--- src/rtl/execute_stage.sv ---
// execute_stage: EX pipeline stage. It forwards operands, runs the ALU, resolves
// beq branches and runs an iterative shift-add multiplier that stalls the front end.
// Results are registered into EX/MEM.
// Optional feature macro: EXEC_FORWARD_EN (EX/MEM and WB operand forwarding).
// The R-type function code port is named funct because "function" is a reserved word.

module execute_stage #(
    parameter int unsigned RADIX_BITS = 1
) (
    input  logic        clk,
    input  logic        reset,
    input  logic        flush,
    input  logic        en,
    input  logic [31:0] rega_data,
    input  logic [31:0] regb_data,
    input  logic [31:0] imm,
    input  logic [31:0] pc_next,
    input  logic [4:0]  rega,
    input  logic [4:0]  regb,
    input  logic [4:0]  rd_reg,
    input  logic [4:0]  rd_imme,
    input  logic        alu_reg_dest,
    input  logic        is_branch,
    input  logic        is_immediate,
    input  logic        wb_en,
    input  logic        mem_r_en,
    input  logic        mem_w_en,
    input  logic        mem_to_reg,
    input  logic [1:0]  alu_op,
    input  logic [5:0]  funct,
    input  logic        wb_fwd_en,
    input  logic [4:0]  wb_fwd_reg,
    input  logic [31:0] wb_fwd_data,
    output logic        stall_req,
    output logic [31:0] exm_alu_result,
    output logic [31:0] exm_store_data,
    output logic [4:0]  exm_dest,
    output logic        exm_wb_en,
    output logic        exm_mem_r_en,
    output logic        exm_mem_w_en,
    output logic        exm_mem_to_reg,
    output logic        branch_taken,
    output logic [31:0] branch_target
);

    localparam int unsigned DATA_W = 32;
    localparam int unsigned N      = DATA_W / RADIX_BITS;
    localparam int unsigned CNT_W  = 6;

    localparam logic [5:0] F_ADD = 6'b100000;
    localparam logic [5:0] F_SUB = 6'b100010;
    localparam logic [5:0] F_AND = 6'b100100;
    localparam logic [5:0] F_OR  = 6'b100101;
    localparam logic [5:0] F_XOR = 6'b100110;
    localparam logic [5:0] F_SLT = 6'b101010;
    localparam logic [5:0] F_SLL = 6'b000000;
    localparam logic [5:0] F_SRL = 6'b000010;
    localparam logic [5:0] F_MUL = 6'b011000;

    typedef enum logic [1:0] {S_IDLE, S_BUSY, S_DONE} state_t;

    state_t              state, state_next;
    logic [CNT_W-1:0]    cnt, cnt_next;
    logic [DATA_W-1:0]   op_a, op_b, alu_b, alu_result;
    logic [DATA_W-1:0]   mul_a, mul_b, mul_acc, mul_partial;
    logic [DATA_W-1:0]   br_target;
    logic [4:0]          shamt, dest;
    logic                is_mul, br_taken;
    logic                mul_start, mul_step, exm_capture, exm_bubble;

`ifdef EXEC_FORWARD_EN
    logic exm_fwd_ok, wb_fwd_ok;

    // Operand forwarding: EX/MEM result beats WB data; loads in EX/MEM never forward
    always_comb begin
        exm_fwd_ok = exm_wb_en && !exm_mem_r_en && (exm_dest != 5'd0);
        wb_fwd_ok  = wb_fwd_en && (wb_fwd_reg != 5'd0);
        if (exm_fwd_ok && (exm_dest == rega))       op_a = exm_alu_result;
        else if (wb_fwd_ok && (wb_fwd_reg == rega)) op_a = wb_fwd_data;
        else                                        op_a = rega_data;
        if (exm_fwd_ok && (exm_dest == regb))       op_b = exm_alu_result;
        else if (wb_fwd_ok && (wb_fwd_reg == regb)) op_b = wb_fwd_data;
        else                                        op_b = regb_data;
    end
`else
    logic unused_fwd;

    // Operands straight from the register file; forwarding inputs are unused
    always_comb begin
        op_a       = rega_data;
        op_b       = regb_data;
        unused_fwd = &{1'b0, rega, regb, wb_fwd_en, wb_fwd_reg, wb_fwd_data};
    end
`endif

    // Operand select, destination select and branch resolution
    always_comb begin
        alu_b     = is_immediate ? imm : op_b;
        shamt     = imm[10:6];
        dest      = alu_reg_dest ? rd_imme : rd_reg;
        is_mul    = (alu_op == 2'b10) && (funct == F_MUL);
        br_taken  = is_branch && (alu_op == 2'b01) && (op_a == op_b);
        br_target = pc_next + {imm[29:0], 2'b00};
    end

    // ALU; the mul code returns the finished multiplier accumulator
    always_comb begin
        alu_result = '0;
        case (alu_op)
            2'b00: alu_result = op_a + alu_b;
            2'b01: alu_result = op_a - alu_b;
            2'b11: alu_result = op_a | alu_b;
            default: begin
                case (funct)
                    F_ADD:   alu_result = op_a + alu_b;
                    F_SUB:   alu_result = op_a - alu_b;
                    F_AND:   alu_result = op_a & alu_b;
                    F_OR:    alu_result = op_a | alu_b;
                    F_XOR:   alu_result = op_a ^ alu_b;
                    F_SLT:   alu_result = DATA_W'($signed(op_a) < $signed(alu_b));
                    F_SLL:   alu_result = alu_b << shamt;
                    F_SRL:   alu_result = alu_b >> shamt;
                    F_MUL:   alu_result = mul_acc;
                    default: alu_result = '0;
                endcase
            end
        endcase
    end

    // Partial product for the multiplier bits retired this cycle
    always_comb begin
        mul_partial = mul_a * DATA_W'(mul_b[RADIX_BITS-1:0]);
    end

    // Multiplier FSM state register
    always_ff @(posedge clk) begin
        if (reset) begin
            state <= S_IDLE;
            cnt   <= '0;
        end else begin
            state <= state_next;
            cnt   <= cnt_next;
        end
    end

    // Multiplier FSM next state, stall request and EX/MEM load control
    always_comb begin
        state_next  = state;
        cnt_next    = cnt;
        stall_req   = 1'b0;
        mul_start   = 1'b0;
        mul_step    = 1'b0;
        exm_capture = 1'b0;
        exm_bubble  = 1'b0;
        case (state)
            S_IDLE: begin
                if (en) begin
                    if (is_mul) begin
                        stall_req  = 1'b1;
                        mul_start  = 1'b1;
                        exm_bubble = 1'b1;
                        cnt_next   = '0;
                        state_next = S_BUSY;
                    end else begin
                        exm_capture = 1'b1;
                    end
                end
            end
            S_BUSY: begin
                stall_req = 1'b1;
                if (en) begin
                    mul_step   = 1'b1;
                    exm_bubble = 1'b1;
                    if (cnt == CNT_W'(N - 1)) begin
                        cnt_next   = '0;
                        state_next = S_DONE;
                    end else begin
                        cnt_next = cnt + CNT_W'(1);
                    end
                end
            end
            S_DONE: begin
                if (en) begin
                    exm_capture = 1'b1;
                    state_next  = S_IDLE;
                end
            end
            default: state_next = S_IDLE;
        endcase
        if (flush) begin
            state_next  = S_IDLE;
            cnt_next    = '0;
            mul_start   = 1'b0;
            mul_step    = 1'b0;
            exm_capture = 1'b0;
            exm_bubble  = 1'b1;
        end
    end

    // Multiplier datapath: latch operands, then shift-add RADIX_BITS per step
    always_ff @(posedge clk) begin
        if (reset) begin
            mul_a   <= '0;
            mul_b   <= '0;
            mul_acc <= '0;
        end else if (mul_start) begin
            mul_a   <= op_a;
            mul_b   <= op_b;
            mul_acc <= '0;
        end else if (mul_step) begin
            mul_acc <= mul_acc + mul_partial;
            mul_a   <= mul_a << RADIX_BITS;
            mul_b   <= mul_b >> RADIX_BITS;
        end
    end

    // EX/MEM pipeline register
    always_ff @(posedge clk) begin
        if (reset || exm_bubble) begin
            exm_alu_result <= '0;
            exm_store_data <= '0;
            exm_dest       <= '0;
            exm_wb_en      <= 1'b0;
            exm_mem_r_en   <= 1'b0;
            exm_mem_w_en   <= 1'b0;
            exm_mem_to_reg <= 1'b0;
            branch_taken   <= 1'b0;
            branch_target  <= '0;
        end else if (exm_capture) begin
            exm_alu_result <= alu_result;
            exm_store_data <= op_b;
            exm_dest       <= dest;
            exm_wb_en      <= wb_en && !is_branch;
            exm_mem_r_en   <= mem_r_en;
            exm_mem_w_en   <= mem_w_en;
            exm_mem_to_reg <= mem_to_reg;
            branch_taken   <= br_taken;
            branch_target  <= br_target;
        end
    end

endmodule

--- config.mk ---
export PLATFORM = sky130hd
export DESIGN_NAME = execute_stage
export DESIGN_NICKNAME = d
export VERILOG_FILES = /design/src/rtl/execute_stage.sv
export SDC_FILE = /design/constraint.sdc
export NUM_CORES = 1
export LEC_CHECK = 0
export CAP_MARGIN = 20
export CORE_ASPECT_RATIO = 2
export CORE_MARGIN = 2
export CORE_UTILIZATION = 55
export CTS_CLUSTER_DIAMETER = 100
export CTS_CLUSTER_SIZE = 12
export DETAILED_ROUTE_END_ITERATION = 10
export PLACE_DENSITY_LB_ADDON = 0.2
export SLEW_MARGIN = 10
export SYNTH_ARGS = -nofsm -noshare
export SYNTH_HDL_FRONTEND = slang
export SYNTH_SLANG_ARGS = --single-unit
--- constraint.sdc ---
create_clock -name clk -period 9.36 [get_ports clk]
set_input_delay 0.936 -clock clk [delete_from_list [all_inputs] [get_ports clk]]
set_output_delay 0.936 -clock clk [all_outputs]
set_load 0.005 [all_outputs]
==> results.sh, run 1 <==
export IMPL_status="completed"
export IMPL_yosysSeqAreaShare=0.196
export IMPL_pre_cts_slack_ps=2880
export IMPL_synth_seq_cells=210
export IMPL_crit_arrival_ps=7030
export IMPL_setup_viol=0
export IMPL_grt_overflow=0
export IMPL_async_flop_share=0
export IMPL_synth_area_um2=21500
export IMPL_placed_cell_area_um2=24400
export IMPL_synth_edf_count=0
export IMPL_crit_slowest_cell="o31ai_1"
export IMPL_fmax_mhz=151
export IMPL_design_die_area_um2=40700
export IMPL_fin_skew_ps=45.7
export IMPL_postSynthCellCount=2957
export IMPL_cts_num_sinks=210
export IMPL_crit_fanout=52
export IMPL_cp_depth=15
export IMPL_start_util=0.555
export IMPL_critPathLaunchType="input port"
export IMPL_synth_nets=3323
export IMPL_cpPeakStageDelay_ps=970
export IMPL_fin_tns_setup_ps=0
export IMPL_fin_ws_ps=2750
export IMPL_whs_ps=455
export IMPL_ctsHoldBuffers=0
export IMPL_path_class="input port to flop"
export IMPL_critPathBufInv=4
export IMPL_totalWireLength_um=104000
export IMPL_synth_top_cell_area_share=0.196
export IMPL_power_density_nw_per_um2=113
export IMPL_clk_latency_ps=590
export IMPL_leakage_uw=0.00993
export IMPL_drcViolationCount=0
export IMPL_hold_path_depth=2
export IMPL_clkTransAtPathRegs_ps=60
export IMPL_layout_area_seq_um2=4200
export IMPL_grtUsageTotal=0.497
export IMPL_cp_top_family="compound AO/OA/AOI/OAI gates"
export IMPL_reg2regPathDepth=14
export IMPL_synth_ff_type="dfxtp_1"
export IMPL_viasPerCell=6.98
export IMPL_cts_root_buffer="clkbuf_16"
export IMPL_synthTopCellsByArea="dfxtp_1, ha_1, a21oi_1, nand2_1, nor2_1"
export IMPL_crit_top_cell="a21oi_1"
export IMPL_min_period_ps=6610
export IMPL_crit_chain="buf_4 -> buf_4 -> mux2i_1 -> ha_1 -> inv_1 -> a21oi_1 -> o311ai_0 -> nor4_2 -> clkbuf_4 -> o31ai_1 -> a21oi_1 -> a221oi_1 -> o2111ai_1 -> a22oi_1 -> a21oi_1"
export IMPL_grt_pass1_wl_um=152000
export IMPL_syn_avg_cell_area_um2=7.26
export IMPL_finalCritPeriodShare=0.706
export IMPL_via_count=25184
export IMPL_drive_above_1_share=0.0642
export IMPL_drv_slew=0
export IMPL_coreArea_um2=38700
export IMPL_slew_headroom=0.172
export IMPL_grt_pass1_vias=24772
export IMPL_num_io_pins=312
export IMPL_required_ps=9780
export IMPL_maxCapViolCount=0
export IMPL_htreeDepth=1
export IMPL_antenna_found_initial=6
export IMPL_fin_area_um2=25000
export IMPL_cts_tree="built"
export IMPL_first_pass_iters=8
export IMPL_die_x_um=144
export IMPL_grt_max_degree=88
export IMPL_gp_congestion=1.07
export IMPL_rsz0062_at_grt="false"
export IMPL_numPortBuffers=263
export IMPL_cts_resized=0
export IMPL_hpwl_um=77000
export IMPL_ir_drop_mv=0.222
export IMPL_cts_buffers=21
export IMPL_synth_cell_types=87
export IMPL_endpoint_kind="flop"
export IMPL_cts_setup_buffers=0
export IMPL_wl_per_cell_um=28.8
export IMPL_power_total_uw=2830
export IMPL_ant_nets=0
export IMPL_hold_viol_final=0
export IMPL_num_nets_final=3452
export IMPL_die_h_um=283
export IMPL_multi_input_area_um2=16100
export IMPL_cts_buffer_depth=3
export IMPL_synth_top_area_cell="dfxtp_1"
export IMPL_syn2layout_area_growth_pct=16.3
export IMPL_n_fill_cell=3308
export IMPL_tightest_slew_ps=1240
export IMPL_hold_path_class="flop to flop"
export IMPL_num_rows=102
export IMPL_first_iter_violations=2523
export IMPL_synth_warnings=0
-- worst reg2reg max path, cell delays in order (launching register included) --
cell and delay [ps]:
dfxtp_1 350, buf_4 330, nand2_1 170, inv_1 90, ha_1 240, a211oi_1 400
o211ai_1 240, a21oi_2 380, a21oi_1 450, a221oi_1 610, o21ai_1 240, a41oi_1 370
mux2i_1 110, or3_1 390, mux2i_1 130
-- cells in the mapped netlist, types with 46 or more instances --
| master | count |
|---|---|
| a211oi_1 | 46 |
| a21oi_1 | 305 |
| a22oi_1 | 57 |
| clkbuf_1 | 164 |
| dfxtp_1 | 210 |
| ha_1 | 157 |
| inv_1 | 118 |
| mux2i_1 | 109 |
| mux4_2 | 48 |
| nand2_1 | 396 |
| nand3_1 | 76 |
| nor2_1 | 293 |
| nor3_1 | 62 |
| o21ai_0 | 198 |
| xnor2_1 | 65 |
| xor2_1 | 49 |
-- routing by layer --
layer | up-vias | global-route usage | routed length, um
met2 | 1771 | 0.785 | 47000
met1 | 11773 | 0.507 | 32800
met5 | - | 0 | 26
met3 | 679 | 0.141 | 10900
met4 | 4 | 0.497 | 13400
li1 | 10957 | - | -
-- cells by family (layout without fill, tap and decap cells) --
group,count (synthesis),count (layout),share of synthesized area
xor+xnor,114,114,0.0465
fa+ha+maj,161,161,0.0952
compound gates,946,946,0.281
simple gates,1020,1020,0.212
mux,174,174,0.110
other cells,0,4,0
flops,210,210,0.196
buf+inv,332,461,0.0597
-- final timing paths --
path         slack, ps                  to          from
max               2750  exm_alu_result[22]  is_immediate
max reg2reg       4780         mul_acc[31]      mul_b[0]
min reg2reg        460        branch_taken  branch_taken
min                460        branch_taken  branch_taken
-- layout by cell type (no fill, tap or decap), types with 7 or more instances in the layout --
master           instances
nand2_1                395
a21oi_1                305
nor2_1                 288
clkdlybuf4s50_1        257
dfxtp_1                210
o21ai_0                198
ha_1                   157
inv_1                  117
mux2i_1                109
nand3_1                 75
xnor2_1                 65
nor3_1                  59
a22oi_1                 57
buf_4                   53
xor2_1                  49
mux4_2                  48
a211oi_1                46
a21o_1                  42
and2_1                  40
o211ai_1                38
a31oi_1                 35
nand2b_1                28
o22ai_1                 26
or3_1                   25
a221oi_1                24
o21bai_1                21
clkbuf_16               21
nor2b_1                 20
o21a_1                  20
nand4_1                 19
mux2_2                  17
o221ai_1                17
o31ai_1                 15
a211o_1                 12
nor4_1                  12
and3_1                  12
a221o_1                 11
o221a_2                  7
-- per-stage QoR --
stage / utilization / cells
2_1_floorplan: - / 2957
3_3_place_gp: 0.631 / 3579
3_5_place_dp: 0.631 / 3579
4_1_cts: 0.645 / 3602
5_1_grt: 0.645 / 3608
6_report: 0.646 / 3610
-- layout make-up --
cell class,count,area share
repair buffers,318,0.121
inverters,120,0.0180
clock buffers,21,0.0210
multi-input cells,2415,0.644
diodes,4,0.000401
well taps,520,0.0261
clock inverters,2,0.000702
flip-flops and latches,210,0.168
-- power breakdown --
group / switching, uW / total [uW] / internal, uW
sequential: 8.92 / 916 / 907
clock: 406 / 804 / 398
combinational: 710 / 1110 / 403
No activity file was read; power rests on OpenSTA's default activity.
==> run 2: changes to the inputs <==
==> constraint.sdc (replaced) <==
create_clock -name clk -period 6.5 [get_ports clk]
set_input_delay 0.65 -clock clk [delete_from_list [all_inputs] [get_ports clk]]
set_output_delay 0.65 -clock clk [all_outputs]
set_load 0.005 [all_outputs]
==> results.sh, run 2 (same netlist as run 1, synthesis figures left out) <==
export IMPL_mostFrequentLayoutCell="nand2_1"
export IMPL_htreeDepth=1
export IMPL_cts_buffer_depth=3
export IMPL_reg2regPathDepth=13
export IMPL_hold_viol_final=0
export IMPL_drv_slew=0
export IMPL_grt_max_degree=88
export IMPL_fin_tns_setup_ps=0
export IMPL_drive_above_1_share=0.0687
export IMPL_viasPerCell=7.08
export IMPL_antenna_found_initial=7
export IMPL_clk_latency_ps=590
export IMPL_hold_end="mul_b[9]"
export IMPL_cts_buffers=21
export IMPL_start_util=0.555
export IMPL_grt_overflow=0
export IMPL_path_class="input port to flop"
export IMPL_cts_setup_buffers=0
export IMPL_syn2layout_area_growth_pct=16.9
export IMPL_clkTransAtPathRegs_ps=60
export IMPL_r2r_slack_ps=1790
export IMPL_hold_path_depth=2
export IMPL_cts_root_buffer="clkbuf_16"
export IMPL_cts_tree="built"
export IMPL_coreArea_um2=38700
export IMPL_required_ps=6950
export IMPL_endpoint_kind="flop"
export IMPL_switching_share=0.395
export IMPL_critPathLaunchType="input port"
export IMPL_leakage_uw=0.0100
export IMPL_fin_skew_ps=48.2
export IMPL_worstSetupStartpoint="regb_data[2]"
export IMPL_num_nets_final=3464
export IMPL_crit_arrival_ps=5780
export IMPL_fmax_mhz=188
export IMPL_grtUsageTotal=0.521
export IMPL_cts_resized=0
export IMPL_ctsHoldBuffers=0
export IMPL_status="completed"
export IMPL_p_int_uw=2480
export IMPL_numPortBuffers=263
export IMPL_slew_headroom=0.155
export IMPL_die_x_um=144
export IMPL_min_period_ps=5330
export IMPL_netSwitchingPower_uw=1620
export IMPL_first_pass_iters=10
export IMPL_stdcell_count=3623
export IMPL_power_frac_comb=0.396
export IMPL_ant_nets=0
export IMPL_setup_viol=0
export IMPL_maxCapViolCount=0
export IMPL_r2r_end="mul_acc[31]"
export IMPL_cts_num_sinks=210
export IMPL_hpwl_um=80400
export IMPL_power_density_nw_per_um2=163
export IMPL_num_io_pins=312
export IMPL_drcViolationCount=0
export IMPL_wl_per_cell_um=29.9
export IMPL_dp_cells=3593
export IMPL_r2r_start="mul_b[0]"
export IMPL_sequentialPowerShare=0.322
export IMPL_tightest_slew_ps=1250
export IMPL_layout_common_cells="nand2_1, a21oi_1, nor2_1, clkdlybuf4s50_1, dfxtp_1"
export IMPL_ir_drop_mv=0.260
export IMPL_rsz0062_at_grt="false"
export IMPL_totalWireLength_um=108000
export IMPL_gp_congestion=1.08
export IMPL_via_count=25658
export IMPL_grt_pass1_vias=25079
export IMPL_num_rows=102
export IMPL_finalCritPeriodShare=0.820
export IMPL_die_h_um=283
export IMPL_hold_path_class="flop to flop"
export IMPL_min_from="mul_b[9]"
export IMPL_crit_fanout=9
export IMPL_p_clk_frac=0.282
export IMPL_design_die_area_um2=40700
export IMPL_first_iter_violations=3093
export IMPL_grt_pass1_wl_um=158000
-- run 2: worst max path at each step --
| stage | endpoint | cells after the start |
|---|---|---|
| after detailed placement | exm_alu_result[28] | 16 |
| after floorplan | exm_alu_result[19] | 18 |
| after global placement | exm_alu_result[28] | 16 |
| after CTS | exm_alu_result[28] | 16 |
| after global routing | exm_alu_result[22] | 16 |
| final | exm_alu_result[21] | 15 |
-- run 2: area by class of cell --
| cell class | count | area, um2 |
|---|---|---|
| multi-input combinational | 2415 | 16100 |
| fill | 3249 | 13600 |
| sequential | 210 | 4200 |
| timing repair buffer | 330 | 3140 |
| tap | 520 | 651 |
| clock buffer | 23 | 543 |
| inverter | 120 | 450 |
| clock inverter | 2 | 13.8 |
| antenna | 3 | 7.51 |
-- run 2: per-stage QoR --
stage / area [um2] / utilization / total power [uW] / hold WS [ps] / setup WS (ps)
5_1_grt: 25100 / 0.649 / 4210 / 472 / 1180
3_3_place_gp: 24500 / 0.634 / 2850 / 440 / 1010
3_5_place_dp: 24500 / 0.634 / 2870 / 447 / 1010
2_1_floorplan: 21500 / - / 2280 / 436 / 1480
6_report: 25100 / 0.649 / 4100 / 457 / 1170
4_1_cts: 25100 / 0.648 / 4000 / 456 / 1590
-- run 2: power groups by stage --
stage,registers [uW],clock network (uW),logic (uW)
finish,1320,1160,1620
global route,1320,1200,1690
CTS,1320,1150,1540
detailed placement,1350,0,1530
global placement,1350,0,1500
floorplan,1350,0,932
-- run 2: metal layers --
metal	GRT usage	part of all wire	vias up
met1	0.527	0.31	11891
li1	-	-	10989
met3	0.156	0.11	767
met5	0	0.00025	-
met4	0.550	0.14	4
met2	0.806	0.45	2007
-- run 2: critical path: stages --
cell and delay [ps]:
clkdlybuf4s50_1 690, mux2_2 310, inv_1 80, ha_1 460
o21ai_0 170, o21ai_0 280, a41oi_1 170, buf_4 190
o21ai_1 770, o21ai_0 650, a22o_1 390, o21ai_0 360
o211ai_1 150, a21oi_1 320, o31ai_1 120
